==> src/rtl/rabbit_counter_system.sv <==
// rtl/rabbit_counter_system.sv - Rabbit counter system and key-setup/keystream iteration sequencer
//
// Ports:
//   clk, rst            clock, asynchronous active-high reset
//   key_start           load C_init0..7 and start key setup (IDLE/RUN only)
//   C_init0..C_init7    key-derived initial counter values
//   X0..X7              state registers from the state-update stage (used in REINIT)
//   next_req            request one keystream iteration (RUN only)
//   C0..C7, phi         registered counters and counter carry
//   x_en                one-cycle enable to the state-update stage
//   busy, ready         sequencing status
//   ks_valid            new X valid for extraction
module rabbit_counter_system #(
    parameter int NITER = 4
) (
    input  logic        clk,
    input  logic        rst,
    input  logic        key_start,
    input  logic [31:0] C_init0,
    input  logic [31:0] C_init1,
    input  logic [31:0] C_init2,
    input  logic [31:0] C_init3,
    input  logic [31:0] C_init4,
    input  logic [31:0] C_init5,
    input  logic [31:0] C_init6,
    input  logic [31:0] C_init7,
    input  logic [31:0] X0,
    input  logic [31:0] X1,
    input  logic [31:0] X2,
    input  logic [31:0] X3,
    input  logic [31:0] X4,
    input  logic [31:0] X5,
    input  logic [31:0] X6,
    input  logic [31:0] X7,
    input  logic        next_req,
    output logic [31:0] C0,
    output logic [31:0] C1,
    output logic [31:0] C2,
    output logic [31:0] C3,
    output logic [31:0] C4,
    output logic [31:0] C5,
    output logic [31:0] C6,
    output logic [31:0] C7,
    output logic        phi,
    output logic        x_en,
    output logic        busy,
    output logic        ready,
    output logic        ks_valid
);

    localparam logic [2:0] IDLE   = 3'd0;
    localparam logic [2:0] SCTR   = 3'd1;
    localparam logic [2:0] SXUP   = 3'd2;
    localparam logic [2:0] REINIT = 3'd3;
    localparam logic [2:0] RUN    = 3'd4;
    localparam logic [2:0] RCTR   = 3'd5;
    localparam logic [2:0] RXUP   = 3'd6;
    localparam logic [2:0] DONE   = 3'd7;

    localparam int CNT_W = (NITER > 1) ? $clog2(NITER) : 1;

    localparam logic [31:0] A [8] = '{
        32'h4D34D34D, 32'hD34D34D3, 32'h34D34D34, 32'h4D34D34D,
        32'hD34D34D3, 32'h34D34D34, 32'h4D34D34D, 32'hD34D34D3
    };

    logic [2:0]       state_q, state_d;
    logic [31:0]      c_q [8];
    logic [31:0]      c_d [8];
    logic             phi_q, phi_d;
    logic [CNT_W-1:0] cnt_q, cnt_d;

    logic [31:0] x_in    [8];
    logic [31:0] c_init  [8];
    logic [31:0] step_c  [8];
    logic        step_phi;
    logic        load;

    assign x_in[0] = X0;
    assign x_in[1] = X1;
    assign x_in[2] = X2;
    assign x_in[3] = X3;
    assign x_in[4] = X4;
    assign x_in[5] = X5;
    assign x_in[6] = X6;
    assign x_in[7] = X7;

    assign c_init[0] = C_init0;
    assign c_init[1] = C_init1;
    assign c_init[2] = C_init2;
    assign c_init[3] = C_init3;
    assign c_init[4] = C_init4;
    assign c_init[5] = C_init5;
    assign c_init[6] = C_init6;
    assign c_init[7] = C_init7;

    // Full ripple carry chain across all eight counters in a single cycle;
    // phi feeds C0 and the carry out of C7 becomes the new phi.
    always_comb begin
        logic [32:0] s;
        logic        carry;
        carry = phi_q;
        s     = '0;
        for (int j = 0; j < 8; j++) begin
            s         = {1'b0, c_q[j]} + {1'b0, A[j]} + {32'd0, carry};
            step_c[j] = s[31:0];
            carry     = s[32];
        end
        step_phi = carry;
    end

    // key_start has priority over next_req in RUN and is dropped elsewhere.
    assign load = key_start && ((state_q == IDLE) || (state_q == RUN));

    always_comb begin
        state_d = state_q;
        phi_d   = phi_q;
        cnt_d   = cnt_q;
        for (int j = 0; j < 8; j++) begin
            c_d[j] = c_q[j];
        end

        case (state_q)
            IDLE: ;
            SCTR: begin
                for (int j = 0; j < 8; j++) begin
                    c_d[j] = step_c[j];
                end
                phi_d   = step_phi;
                state_d = SXUP;
            end
            SXUP: begin
                if (cnt_q < CNT_W'(NITER - 1)) begin
                    cnt_d   = cnt_q + CNT_W'(1);
                    state_d = SCTR;
                end else begin
                    state_d = REINIT;
                end
            end
            REINIT: begin
                // Final key-setup mixing; phi deliberately carried through.
                for (int j = 0; j < 8; j++) begin
                    c_d[j] = c_q[j] ^ x_in[(j + 4) % 8];
                end
                state_d = RUN;
            end
            RUN: begin
                if (next_req) begin
                    state_d = RCTR;
                end
            end
            RCTR: begin
                for (int j = 0; j < 8; j++) begin
                    c_d[j] = step_c[j];
                end
                phi_d   = step_phi;
                state_d = RXUP;
            end
            RXUP:    state_d = DONE;
            DONE:    state_d = RUN;
            default: state_d = IDLE;
        endcase

        if (load) begin
            for (int j = 0; j < 8; j++) begin
                c_d[j] = c_init[j];
            end
            phi_d   = 1'b0;
            cnt_d   = '0;
            state_d = SCTR;
        end
    end

    always_ff @(posedge clk or posedge rst) begin
        if (rst) begin
            state_q <= IDLE;
            phi_q   <= 1'b0;
            cnt_q   <= '0;
            for (int j = 0; j < 8; j++) begin
                c_q[j] <= '0;
            end
        end else begin
            state_q <= state_d;
            phi_q   <= phi_d;
            cnt_q   <= cnt_d;
            for (int j = 0; j < 8; j++) begin
                c_q[j] <= c_d[j];
            end
        end
    end

    assign C0  = c_q[0];
    assign C1  = c_q[1];
    assign C2  = c_q[2];
    assign C3  = c_q[3];
    assign C4  = c_q[4];
    assign C5  = c_q[5];
    assign C6  = c_q[6];
    assign C7  = c_q[7];
    assign phi = phi_q;

    // Status decodes from the state register only.
    assign x_en     = (state_q == SXUP) || (state_q == RXUP);
    assign busy     = (state_q != IDLE) && (state_q != RUN);
    assign ready    = (state_q == RUN);
    assign ks_valid = (state_q == DONE);

endmodule

==> config.mk <==
export PLATFORM = sky130hd
export DESIGN_NAME = rabbit_counter_system
export DESIGN_NICKNAME = d
export VERILOG_FILES = /design/src/rtl/rabbit_counter_system.sv
export SDC_FILE = /design/constraint.sdc
export NUM_CORES = 1
export LEC_CHECK = 0
export BUFFER_PORTS_ARGS = -buffer_cell sky130_fd_sc_hd__clkbuf_2
export CAP_MARGIN = 20
export CORE_AREA = 4 4 302 304
export CTS_CLUSTER_SIZE = 10
export DETAILED_ROUTE_END_ITERATION = 6
export DIE_AREA = 0 0 306 308
export PLACE_DENSITY = 0.39
export SYNTH_ARGS = -nofsm -noshare
export SYNTH_HDL_FRONTEND = slang
export SYNTH_SLANG_ARGS = --single-unit
==> constraint.sdc <==
create_clock -name clk -period 26.4 [get_ports clk]
set_clock_uncertainty 0.2 [all_clocks]
set_input_delay 3.96 -clock clk [delete_from_list [all_inputs] [get_ports clk]]
set_output_delay 3.96 -clock clk [all_outputs]
set_load 0.005 [all_outputs]
==> impl_results.md, run 1 <==
* Status: finished with violations
* Failing checks: DRC
* ANT nets after route at 0
* CTS buffer count at 41
* Unrepaired setup endpoints after global routing: no
* CTS Root Cell: clkbuf_16
* Area Overhead vs Synth at 30.80%
* Die area at 94250 um^2
* Total grt overflow at 0
* Total negative slack at 0 ns
* Drt first pass iters at 7
* Tcrit/Tclk final at 67.64%
* Compound-gate portion of the synthesized area at 38.12%
* H-tree depth at 2
* Iteration-0 DRC Markers at 1779
* Largest net degree at the start of global routing at 208
* Crit path max-delay family: compound AO/OA/AOI/OAI gates
* First-pass GRT wire length at 167.4 mm
* Post-synth EDFFs at 0
* Slew Viols, Final at 0
* WP data required at 26.64 ns
* Post-synthesis simple-gate area fraction at 20.34%
* Synth Area in Adders at 1.052%
* Vias in the first global route at 23570
* Max clock buf depth at 3
* Crit path kind: reg -> reg
* Worst VDD drop at 0.06383 mV
* Total track usage at 23.24%
* Dpl hpwl at 84.84 mm
* Gpl congestion at 0.8506
* Die W at 306 um
* Mapped Nets at 3263
* Synth Area per Inst at 7.410 um^2
* Slew headroom at 23.54%
* Main synth FF type: dfrtp_1
* IO buf count at 776
* Row count at 109
* Postcts setup bufs at 0
* DRC violations left at 3
* Clk_lat worst skew at 0.56 ns
* Fillers at 9743
* Share of cells above drive strength 1 at 27.49%
* Clock sink count at 262
* Endpoints failing setup at 0
* Synthesized instance count at 2730
* Seq/Total Area, Yosys at 32.41%
* #FFs+latches synth at 262
* Drt wl/cell at 25.25 um
* Worst-path clk slew at 0.05 ns
* CP max stage delay at 0.86 ns
* Antenna violations before repair at 34
* Element type at the critical path end: flop
* Vias at 24380
* Core Box Area at 88240 um^2
* Routed vias/inst at 5.333
* Max-cap violations at 0
* Worst setup SP type: flop
* Layout Nets at 3895
* P_leak at 11.99 nW
* Worst Tran Pin Value at 1.147 ns
* Post-synthesis mux area share at 1.447%
* Fmax at 0.05600 GHz
* Synth warn at 0
* Fin crit period at 17.86 ns
* Num ports at 777
* Async SR Flop Fraction at 100.0%
* Hold Vio Cnt, Final at 0
* CTS tree: done
* CP bufs+invs at 4
* CP max-delay cell: o21ai_0
* Initial Util at 22.92%
* Die Height at 308 um
* PD cells at 149.5 nW/um^2
* WL final at 115.4 mm
* Synthesized area at 20230 um^2
* Synth Area in XOR/XNOR at 1.212%
* Critical path fanouts, max at 5
* Cell mode on critical path: ha_1
* Area of the multi-input gates at 12640 um^2
* Largest family of logic cells by synthesized area: compound AO/OA/AOI/OAI gates
* Type of the most critical hold path: reg -> reg
* Register Area at 6556 um^2
* CTS resizes at 0
* Final Util at 29.99%
* Worst path arrival time at 18.09 ns
* Hold-fix buffers, CTS at 0
* Cell variety after synth at 93
## logic make-up after synthesis
| family | count (synthesis) |
|---|---|
| simple gates | 924 |
| mux | 29 |
| compound gates | 1191 |
| fa+ha+maj | 17 |
| flops | 262 |
| xor+xnor | 28 |
| buf+inv | 279 |
## cells in the mapped netlist (10+ instances only)
| library cell | number | share of area, % |
|---|---|---|
| nand3_1 | 66 | 1.6 |
| xnor2_1 | 17 | 0.74 |
| nor2b_1 | 12 | 0.37 |
| a31oi_1 | 58 | 1.8 |
| a22oi_1 | 42 | 1.6 |
| a311oi_1 | 10 | 0.43 |
| nand2_1 | 320 | 5.9 |
| a21o_1 | 18 | 0.67 |
| o31ai_1 | 20 | 0.74 |
| buf_1 | 35 | 0.65 |
| nand4_1 | 10 | 0.31 |
| ha_1 | 17 | 1.1 |
| o21a_1 | 20 | 0.74 |
| inv_1 | 67 | 1.2 |
| nor3_1 | 62 | 1.5 |
| a211oi_1 | 49 | 1.8 |
| xor2_1 | 11 | 0.48 |
| o221ai_1 | 10 | 0.43 |
| o22ai_1 | 109 | 3.4 |
| nor4_1 | 12 | 0.37 |
| o21ai_1 | 18 | 0.45 |
| clkbuf_1 | 139 | 2.6 |
| and2_1 | 16 | 0.49 |
| a22o_1 | 12 | 0.52 |
| or3_1 | 23 | 0.71 |
| a221o_1 | 24 | 1.2 |
| a2bb2oi_1 | 26 | 1.1 |
| mux2i_1 | 27 | 1.3 |
| buf_2 | 38 | 0.94 |
| a211o_1 | 16 | 0.69 |
| dfrtp_1 | 262 | 32 |
| o211ai_1 | 30 | 1.1 |
| a21oi_1 | 373 | 9.2 |
| o21ai_0 | 207 | 5.1 |
| nor2_1 | 322 | 6.0 |
| nand2b_1 | 18 | 0.56 |
| and3_1 | 20 | 0.62 |
## area by class of cell
cell class | count | share of cell area (%)
multi-input combinational | 2189 | 47.76
timing repair buffer | 801 | 15.53
tap | 1165 | 5.509
sequential | 262 | 24.78
clock inverter | 18 | 0.9174
clock buffer | 50 | 4.346
antenna | 19 | 0.1797
inverter | 67 | 0.9789
## path summary, 6_finish.rpt
kind	to	cells after the start	from	slack, ns
worst min-delay path	cnt_q[1]	2	cnt_q[1]	0.32
worst max register to register	C7[30]	70	C0[0]	8.54
worst min register to register	cnt_q[1]	2	cnt_q[1]	0.32
worst max-delay path	C7[30]	70	C0[0]	8.54
max in group asynchronous	C4[19]	3	rst	21.11
min in group asynchronous	C0[16]	2	rst	3.30
## state kept, by name, indices dropped and copies added, names as in the netlist
name / flops
C5: 32
C3: 32
C6: 32
C2: 32
C1: 32
C7: 32
state_q: 3
phi: 1
C0: 32
cnt_q: 2
C4: 32
## metrics by stage
step           cell area, um^2  setup slack [ns]  hold slack (ns)  power [mW]  cells
6_report                 26460             8.544           0.3216       3.956   4571
3_3_place_gp             25020             9.375           0.3099       3.396   4484
2_1_floorplan            20230             13.78           0.2903       2.421   2730
3_5_place_dp             25020             8.745           0.3142       3.372   4484
5_1_grt                  26440             7.365           0.3658       4.289   4563
4_1_cts                  26410             8.651           0.3268       3.983   4552
## worst reg2reg max path, delay by kind of cell (launching register included)
kind,cells,cell delay (ns)
AO/OA/AOI/OAI,34,9.64
adder cells (fa/ha/maj),16,3.73
AND/OR/NAND/NOR,16,3.54
flip-flops,1,0.40
buffers and inverters,4,0.25
## routing by layer
layer  share of wire (%)  wire length, um  global-route usage [%]  vias to the layer above
met5                0.17              193                       0                        -
met2                  47            54410                   38.22                      825
li1                    -                -                       -                    11530
met1                  44            51030                   31.22                    11870
met4                 1.7             1905                   4.840                       28
met3                 6.8             7882                   5.377                      130
## layout by cell type, fill, tap and decap left out, types with 22 or more instances in the layout
cell and instances:
a211oi_1 49, a21oi_1 373, a221o_1 24, a22oi_1 42, a2bb2oi_1 26, a31oi_1 58, buf_4 22, clkbuf_16 41
clkbuf_2 776, dfrtp_1 262, inv_1 66, mux2i_1 27, nand2_1 317, nand3_1 66, nor2_1 319, nor3_1 62
o211ai_1 30, o21ai_0 207, o22ai_1 109, or3_1 23
## power by group
group	internal (mW)	switching (mW)	leakage [nW]	total, mW
clock network	0.364	0.223	0.698	0.588
logic	0.882	1.44	8.28	2.32
registers	0.617	0.427	3.01	1.04
total	1.86	2.09	12.0	3.96
(Power assumes the default switching activity.)
==> run 2, diff against run 1 <==
==> constraint.sdc (replaced) <==
create_clock -name clk -period 17.85 [get_ports clk]
set_clock_uncertainty 0.2 [all_clocks]
set_input_delay 2.6775 -clock clk [delete_from_list [all_inputs] [get_ports clk]]
set_output_delay 2.6775 -clock clk [all_outputs]
set_load 0.005 [all_outputs]
==> impl_results.md, run 2 (synthesized netlist as in run 1, its figures left out) <==
* Status: completed (was finished with violations)
* Clock power frac at 14.5% (was 14.9%)
* Area Overhead vs Synth at 30.83% (was 30.80%)
* Antenna violations before repair at 44 (was 34)
* Reg-to-Reg Start: C0[0] (unchanged)
* CP Capture Point: C7[30] (unchanged)
* Drt wl/cell at 25.28 um (was 25.25 um)
* CP max-delay cell: o311a_1 (was o21ai_0)
* CTS Root Cell: clkbuf_16 (unchanged)
* Clock sink count at 262 (unchanged)
* Hold-fix buffers, CTS at 0 (unchanged)
* Clk_lat worst skew at 0.56 ns (about the same)
* Worst VDD drop at 0.1364 mV (was 0.06383 mV)
* CP max stage delay at 0.45 ns (was 0.86 ns)
* IO buf count at 776 (unchanged)
* H-tree depth at 2 (unchanged)
* Vias at 24490 (was 24380)
* Tcrit/Tclk final at 93.09% (was 67.64%)
* Unrepaired setup endpoints after global routing: no (unchanged)
* Row count at 109 (unchanged)
* Commonest non-fill, non-tap cells in the layout: 776 x clkbuf_2, 373 x a21oi_1, 319 x nor2_1 (unchanged)
* Hold WS at 0.3361 ns (was 0.3216 ns)
* Cell Int Power at 2.743 mW (was 1.864 mW)
* DP Area at 25030 um^2 (was 25020 um^2)
* Logic pwr share at 59.0% (was 58.8%)
* Die area at 94250 um^2 (unchanged)
* Crit path kind: reg -> reg (unchanged)
* Type of the most critical hold path: reg -> reg (unchanged)
* WP data required at 18.10 ns (was 26.64 ns)
* P_sw at 3.097 mW (was 2.092 mW)
* Routed vias/inst at 5.338 (was 5.333)
* Most common cell after layout, fill and taps aside: clkbuf_2 (unchanged)
* Max-cap violations at 0 (unchanged)
* Drt first pass iters at 5 (was 7)
* Seq pwr share at 26.5% (was 26.4%)
* Sw Ratio at 53.03% (was 52.89%)
* Dpl hpwl at 85.64 mm (was 84.84 mm)
* Worst-path clk slew at 0.06 ns (was 0.05 ns)
* Total negative slack at 0 ns (unchanged)
* Worst setup SP type: flop (unchanged)
* Num ports at 777 (unchanged)
* Worst path arrival time at 16.86 ns (was 18.09 ns)
* WL final at 116.0 mm (was 115.4 mm)
* Gpl congestion at 0.8439 (was 0.8506)
* CTS buffer count at 41 (unchanged)
* Hold Vio Cnt, Final at 0 (unchanged)
* Final Cell Area at 26470 um^2 (was 26460 um^2)
* Total track usage at 23.27% (was 23.24%)
* ANT nets after route at 0 (unchanged)
* Max clock buf depth at 3 (unchanged)
* Fillers at 9813 (was 9743)
* Worst Tran Pin Value at 1.142 ns (was 1.147 ns)
* P_leak at 11.99 nW (about the same)
* Largest net degree at the start of global routing at 203 (was 208)
* Element type at the critical path end: flop (unchanged)
* Crit path from: C0[0] (unchanged)
* Endpoints failing setup at 0 (unchanged)
* PD cells at 220.6 nW/um^2 (was 149.5 nW/um^2)
* Die W at 306 um (unchanged)
* Share of cells above drive strength 1 at 27.43% (was 27.49%)
* DRC violations left at 0 (was 3)
* R2R cell count at 71 (was 70)
* Total grt overflow at 0 (unchanged)
* Fmax at 0.06018 GHz (was 0.05600 GHz)
* Layout Nets at 3900 (was 3895)
* Slew Viols, Final at 0 (unchanged)
* CTS tree: done (unchanged)
* First-pass GRT wire length at 166.7 mm (was 167.4 mm)
* Vias in the first global route at 23840 (was 23570)
* Iteration-0 DRC Markers at 1688 (was 1779)
* Worst reg-to-reg setup slack at 1.23 ns (was 8.54 ns)
* RR Endpoint: C7[30] (unchanged)
* Initial Util at 22.92% (unchanged)
* Die Height at 308 um (unchanged)
* Fin crit period at 16.62 ns (was 17.86 ns)
* Slew headroom at 23.85% (was 23.54%)
* Core Box Area at 88240 um^2 (unchanged)
* Cell mode on critical path: ha_1 (unchanged)
* Critical path fanouts, max at 5 (unchanged)
* Register Area at 6556 um^2 (unchanged)
* Area of the multi-input gates at 12640 um^2 (unchanged)
==> run 2: cell types whose count changed in the layout (fill, tap and decap cells not counted), sizes merged <==
cell / previous run / this run
clkbuf: 826 / 832
diode: 19 / 29
buf: 25 / 29
clkinv: 11 / 10
bufinv: 6 / 5
clkinvlp: 1 / 0
==> run 2: worst min path at each step <==
stage | start | endpoint | slack, ns | cells after the start
global route | cnt_q[1] | cnt_q[1] | 0.36 | 2
CTS | cnt_q[1] | cnt_q[1] | 0.34 | 2
global placement | cnt_q[1] | cnt_q[1] | 0.31 | 2
floorplan | cnt_q[1] | cnt_q[1] | 0.29 | 2
detailed placement | cnt_q[1] | cnt_q[1] | 0.33 | 2
finish | cnt_q[1] | cnt_q[1] | 0.34 | 2
==> run 2: critical path, delay by kind of cell (launching register included) <==
family | cells | cell delay [ns]
AOI/OAI and AO/OA | 34 | 8.66
adders and majority gates | 16 | 3.41
buffers and inverters | 5 | 0.45
DFF | 1 | 0.40
and+or+nand+nor | 16 | 3.34
==> run 2: cell type report <==
class / instances / share of cell area, %
multi-input cells: 2189 / 47.75
flip-flops and latches: 262 / 24.77
repair buffers: 806 / 15.62
well taps: 1165 / 5.508
clock buffers: 55 / 4.340
inverters: 67 / 0.9786
clock inverters: 15 / 0.7564
diodes: 29 / 0.2742
==> run 2: layer usage <==
metal  GRT usage, %  up-vias  part of all wire (%)  wire [um]
met3          5.617      144                   7.4       8610
li1               -    11540                     -          -
met5              0        -                  0.12        140
met1          30.95    11880                    43      50380
met2          37.45      906                    47      54040
met4          6.966       20                   2.4       2812
==> run 2: power groups by stage <==
stage,registers (mW),logic [mW],clock network [mW]
CTS,1.54,3.46,0.871
finish,1.55,3.44,0.845
floorplan,1.31,2.27,0
global placement,1.55,3.48,0
detailed placement,1.55,3.45,0
global route,1.61,3.82,0.896
==> run 2: through the flow <==
step	worst slack, ns	utilization [%]	cells	total power, mW
6_report	1.233	29.99	4588	5.840
5_1_grt	0.04823	29.97	4580	6.324
4_1_cts	0.2908	29.89	4557	5.875
3_5_place_dp	0.3536	28.37	4487	4.996
3_3_place_gp	0.9908	28.37	4487	5.032
2_1_floorplan	5.233	-	2730	3.581
==> run 2: what timing repair did <==
item / 4_1_cts / 5_1_grt
gates resized for setup: 0 / 0
buffers inserted: 0 / 1
setup endpoints to repair: 0 / 9
==> run 3, diff against run 2 <==
--- a/config.mk
+++ b/config.mk
@@ -5,13 +5,14 @@
 export SDC_FILE = /design/constraint.sdc
 export NUM_CORES = 1
 export LEC_CHECK = 0
+export ABC_AREA = 1
 export BUFFER_PORTS_ARGS = -buffer_cell sky130_fd_sc_hd__clkbuf_2
 export CAP_MARGIN = 20
-export CORE_AREA = 4 4 302 304
+export CORE_AREA = 4 4 303 305
 export CTS_CLUSTER_SIZE = 10
 export DETAILED_ROUTE_END_ITERATION = 6
-export DIE_AREA = 0 0 306 308
-export PLACE_DENSITY = 0.39
+export DIE_AREA = 0 0 307 309
+export PLACE_DENSITY = 0.46
 export SYNTH_ARGS = -nofsm -noshare
 export SYNTH_HDL_FRONTEND = slang
 export SYNTH_SLANG_ARGS = --single-unit
==> impl_results.md, run 3 <==
* Status: completed (unchanged)
* Fmax at 0.08085 GHz (was 0.06018 GHz)
* Layout Nets at 5770 (was 3900)
* Area leader, netlist: dfrtp_1 (unchanged)
* CTS buffer count at 39 (was 41)
* Type of the most critical hold path: reg -> reg (unchanged)
* Max clock buf depth at 3 (unchanged)
* Most common cell after layout, fill and taps aside: nand2_1 (was clkbuf_2)
* Tcrit/Tclk final at 69.29% (was 93.09%)
* PD cells at 208.2 nW/um^2 (was 220.6 nW/um^2)
* CTS Root Cell: clkbuf_16 (unchanged)
* Cell with the most instances after synthesis: nand2_1 (was a21oi_1)
* Total track usage at 26.01% (was 23.27%)
* Worst Tran Pin Value at 1.021 ns (was 1.142 ns)
* Seq/Total Area, Yosys at 25.49% (was 32.41%)
* Ranking of synthesized cells by area: dfrtp_1 25%, nand2_1 24%, nand3_1 8.4%, inv_1 8.0%, o21ai_0 7.1% (was dfrtp_1 32%, a21oi_1 9.2%, nor2_1 6.0%, nand2_1 5.9%, o21ai_0 5.1%)
* Gpl congestion at 0.9186 (was 0.8439)
* WP data required at 18.11 ns (was 18.10 ns)
* Async SR Flop Fraction at 100.0% (unchanged)
* Largest family of logic cells by synthesized area: simple AND/OR/NAND/NOR gates (was compound AO/OA/AOI/OAI gates)
* Post-synth EDFFs at 0 (unchanged)
* Dpl hpwl at 99.82 mm (was 85.64 mm)
* Core Box Area at 89320 um^2 (was 88240 um^2)
* Worst VDD drop at 0.1314 mV (was 0.1364 mV)
* Element type at the critical path end: flop (unchanged)
* Compound-gate portion of the synthesized area at 16.51% (was 38.12%)
* DRC violations left at 0 (unchanged)
* Postcts setup bufs at 0 (unchanged)
* Worst-path clk slew at 0.06 ns (about the same)
* Yosys top cell area share at 25.49% (was 32.41%)
* WL final at 129.4 mm (was 116.0 mm)
* Worst setup SP type: flop (unchanged)
* Drt wl/cell at 20.07 um (was 25.28 um)
* DP Area at 30430 um^2 (was 25030 um^2)
* Num ports at 777 (unchanged)
* Critical path fanouts, max at 6 (was 5)
* Final Cell Area at 31700 um^2 (was 26470 um^2)
* Unrepaired setup endpoints after global routing: no (unchanged)
* Hold Startpoint: C4[31] (was cnt_q[1])
* Synth Area per Inst at 5.607 um^2 (was 7.410 um^2)
* Synth Area in Adders at 0.8268% (was 1.052%)
* Tot Pwr at 6.599 mW (was 5.840 mW)
* Vias in the first global route at 30780 (was 23840)
* Total grt overflow at 0 (unchanged)
* Synth Area in XOR/XNOR at 2.383% (was 1.212%)
* Post-synthesis simple-gate area fraction at 43.31% (was 20.34%)
* Endpoints failing setup at 0 (unchanged)
* Die W at 307 um (was 306 um)
* Fin crit period at 12.37 ns (was 16.62 ns)
* CP max-delay cell: dfrtp_1 (was o311a_1)
* Synthesized area at 25730 um^2 (was 20230 um^2)
* Mapped Nets at 5121 (was 3263)
* Clock sink count at 262 (unchanged)
* ANT nets after route at 0 (unchanged)
* Setup ws final at 5.481 ns (was 1.233 ns)
* First-pass GRT wire length at 192.0 mm (was 166.7 mm)
* Iteration-0 DRC Markers at 2371 (was 1688)
* Hold WS at 0.3360 ns (was 0.3361 ns)
* #FFs+latches synth at 262 (unchanged)
* Commonest non-fill, non-tap cells in the layout: 1657 x nand2_1, 776 x clkbuf_2, 549 x inv_1 (was 776 x clkbuf_2, 373 x a21oi_1, 319 x nor2_1)
* Area Overhead vs Synth at 23.21% (was 30.83%)
* Commonest cells in the netlist: 1657 x nand2_1, 550 x inv_1, 481 x nor2_1 (was 373 x a21oi_1, 322 x nor2_1, 320 x nand2_1)
* Synthesized instance count at 4588 (was 2730)
* Worst hold path stage count at 2 (unchanged)
* Initial Util at 28.80% (was 22.92%)
* Largest net degree at the start of global routing at 173 (was 203)
* Drt first pass iters at 5 (unchanged)
* Share of cells above drive strength 1 at 17.38% (was 27.43%)
* Post-synthesis mux area share at 0.1167% (was 1.447%)
* RR Endpoint: C7[20] (was C7[30])
* Slew Viols, Final at 0 (unchanged)
* Placement Setup Slack at 5.629 ns (was 0.3536 ns)
* Clk_lat worst skew at 0.57 ns (was 0.56 ns)
* Vias at 31980 (was 24490)
* P_leak at 17.65 nW (was 11.99 nW)
* Crit path from: phi (was C0[0])
* Hold Vio Cnt, Final at 0 (unchanged)
* Placed cells at 6372 (was 4487)
* Main synth FF type: dfrtp_1 (unchanged)
* Slew headroom at 31.96% (was 23.85%)
* Hold-fix buffers, CTS at 0 (unchanged)
* Reg-to-Reg Start: phi (was C0[0])
* Antenna violations before repair at 21 (was 44)
* IO buf count at 776 (unchanged)
* Finished Layout Cells at 6445 (was 4588)
* Final Util at 35.49% (was 29.99%)
* Routed vias/inst at 4.962 (was 5.338)
* CP max stage delay at 0.43 ns (was 0.45 ns)
* Max-cap violations at 0 (unchanged)
* Worst path arrival time at 12.63 ns (was 16.86 ns)
* H-tree depth at 2 (unchanged)
* R2R cell count at 85 (was 71)
* Worst reg-to-reg setup slack at 5.48 ns (was 1.23 ns)
* Cell variety after synth at 41 (was 93)
* Die area at 94860 um^2 (was 94250 um^2)
* Cell mode on critical path: nand2_1 (was ha_1)
* CTS tree: done (unchanged)
* Hold path endpoint: C4[31] (was cnt_q[1])
* Row count at 110 (was 109)
* CTS resizes at 0 (unchanged)
* Fillers at 10400 (was 9813)
* Crit path kind: reg -> reg (unchanged)
* Die Height at 309 um (was 308 um)
* Synth warn at 0 (unchanged)
* Total negative slack at 0 ns (unchanged)
[run 3: layout make-up]
cell class                 instances  area, um^2  area share, %
clock inverter                     8       65.06         0.2053
antenna                            5       12.51        0.03947
sequential                       262        6556          20.68
clock buffer                      60        1187          3.746
tap                             1176        1471          4.642
multi-input combinational       3588       16270          51.32
inverter                         554        2107          6.647
timing repair buffer             792        4029          12.71
[run 3: kinds of logic after synthesis]
logic type | count (synthesis)
adder cells (fa/ha/maj) | 17
AND/OR/NAND/NOR | 2723
multiplexers | 3
flip-flops | 262
XOR/XNOR | 70
buffers and inverters | 738
AO/OA/AOI/OAI | 775
[run 3: power by group]
part           switching (mW)  internal [mW]
Combinational            2.90           1.41
Sequential              0.572          0.919
Clock                   0.321          0.469
Total                    3.80           2.80
[run 3: worst max path at each step]
stage	to	slack, ns	cells past startpoint
detailed placement	C7[12]	5.63	84
global placement	C7[12]	6.13	84
CTS	C7[12]	5.57	84
global route	C7[20]	4.33	85
finish	C7[20]	5.48	85
floorplan	C0[0]	7.76	1
[run 3: worst max-delay path, delay by kind of cell, from the launching register on]
family	cells	cell delay (ns)
buffers and inverters	7	0.46
flip-flops	1	0.43
adder cells (fa/ha/maj)	16	3.48
AO/OA/AOI/OAI	8	1.43
AND/OR/NAND/NOR	54	6.26
[run 3: layer usage]
layer,track usage (%),vias up,part of all wire (%)
met5,0,-,0.12
met4,6.715,24,2.6
met3,4.697,170,6.1
met2,45.60,986,48
met1,33.11,14840,43
li1,-,15960,-
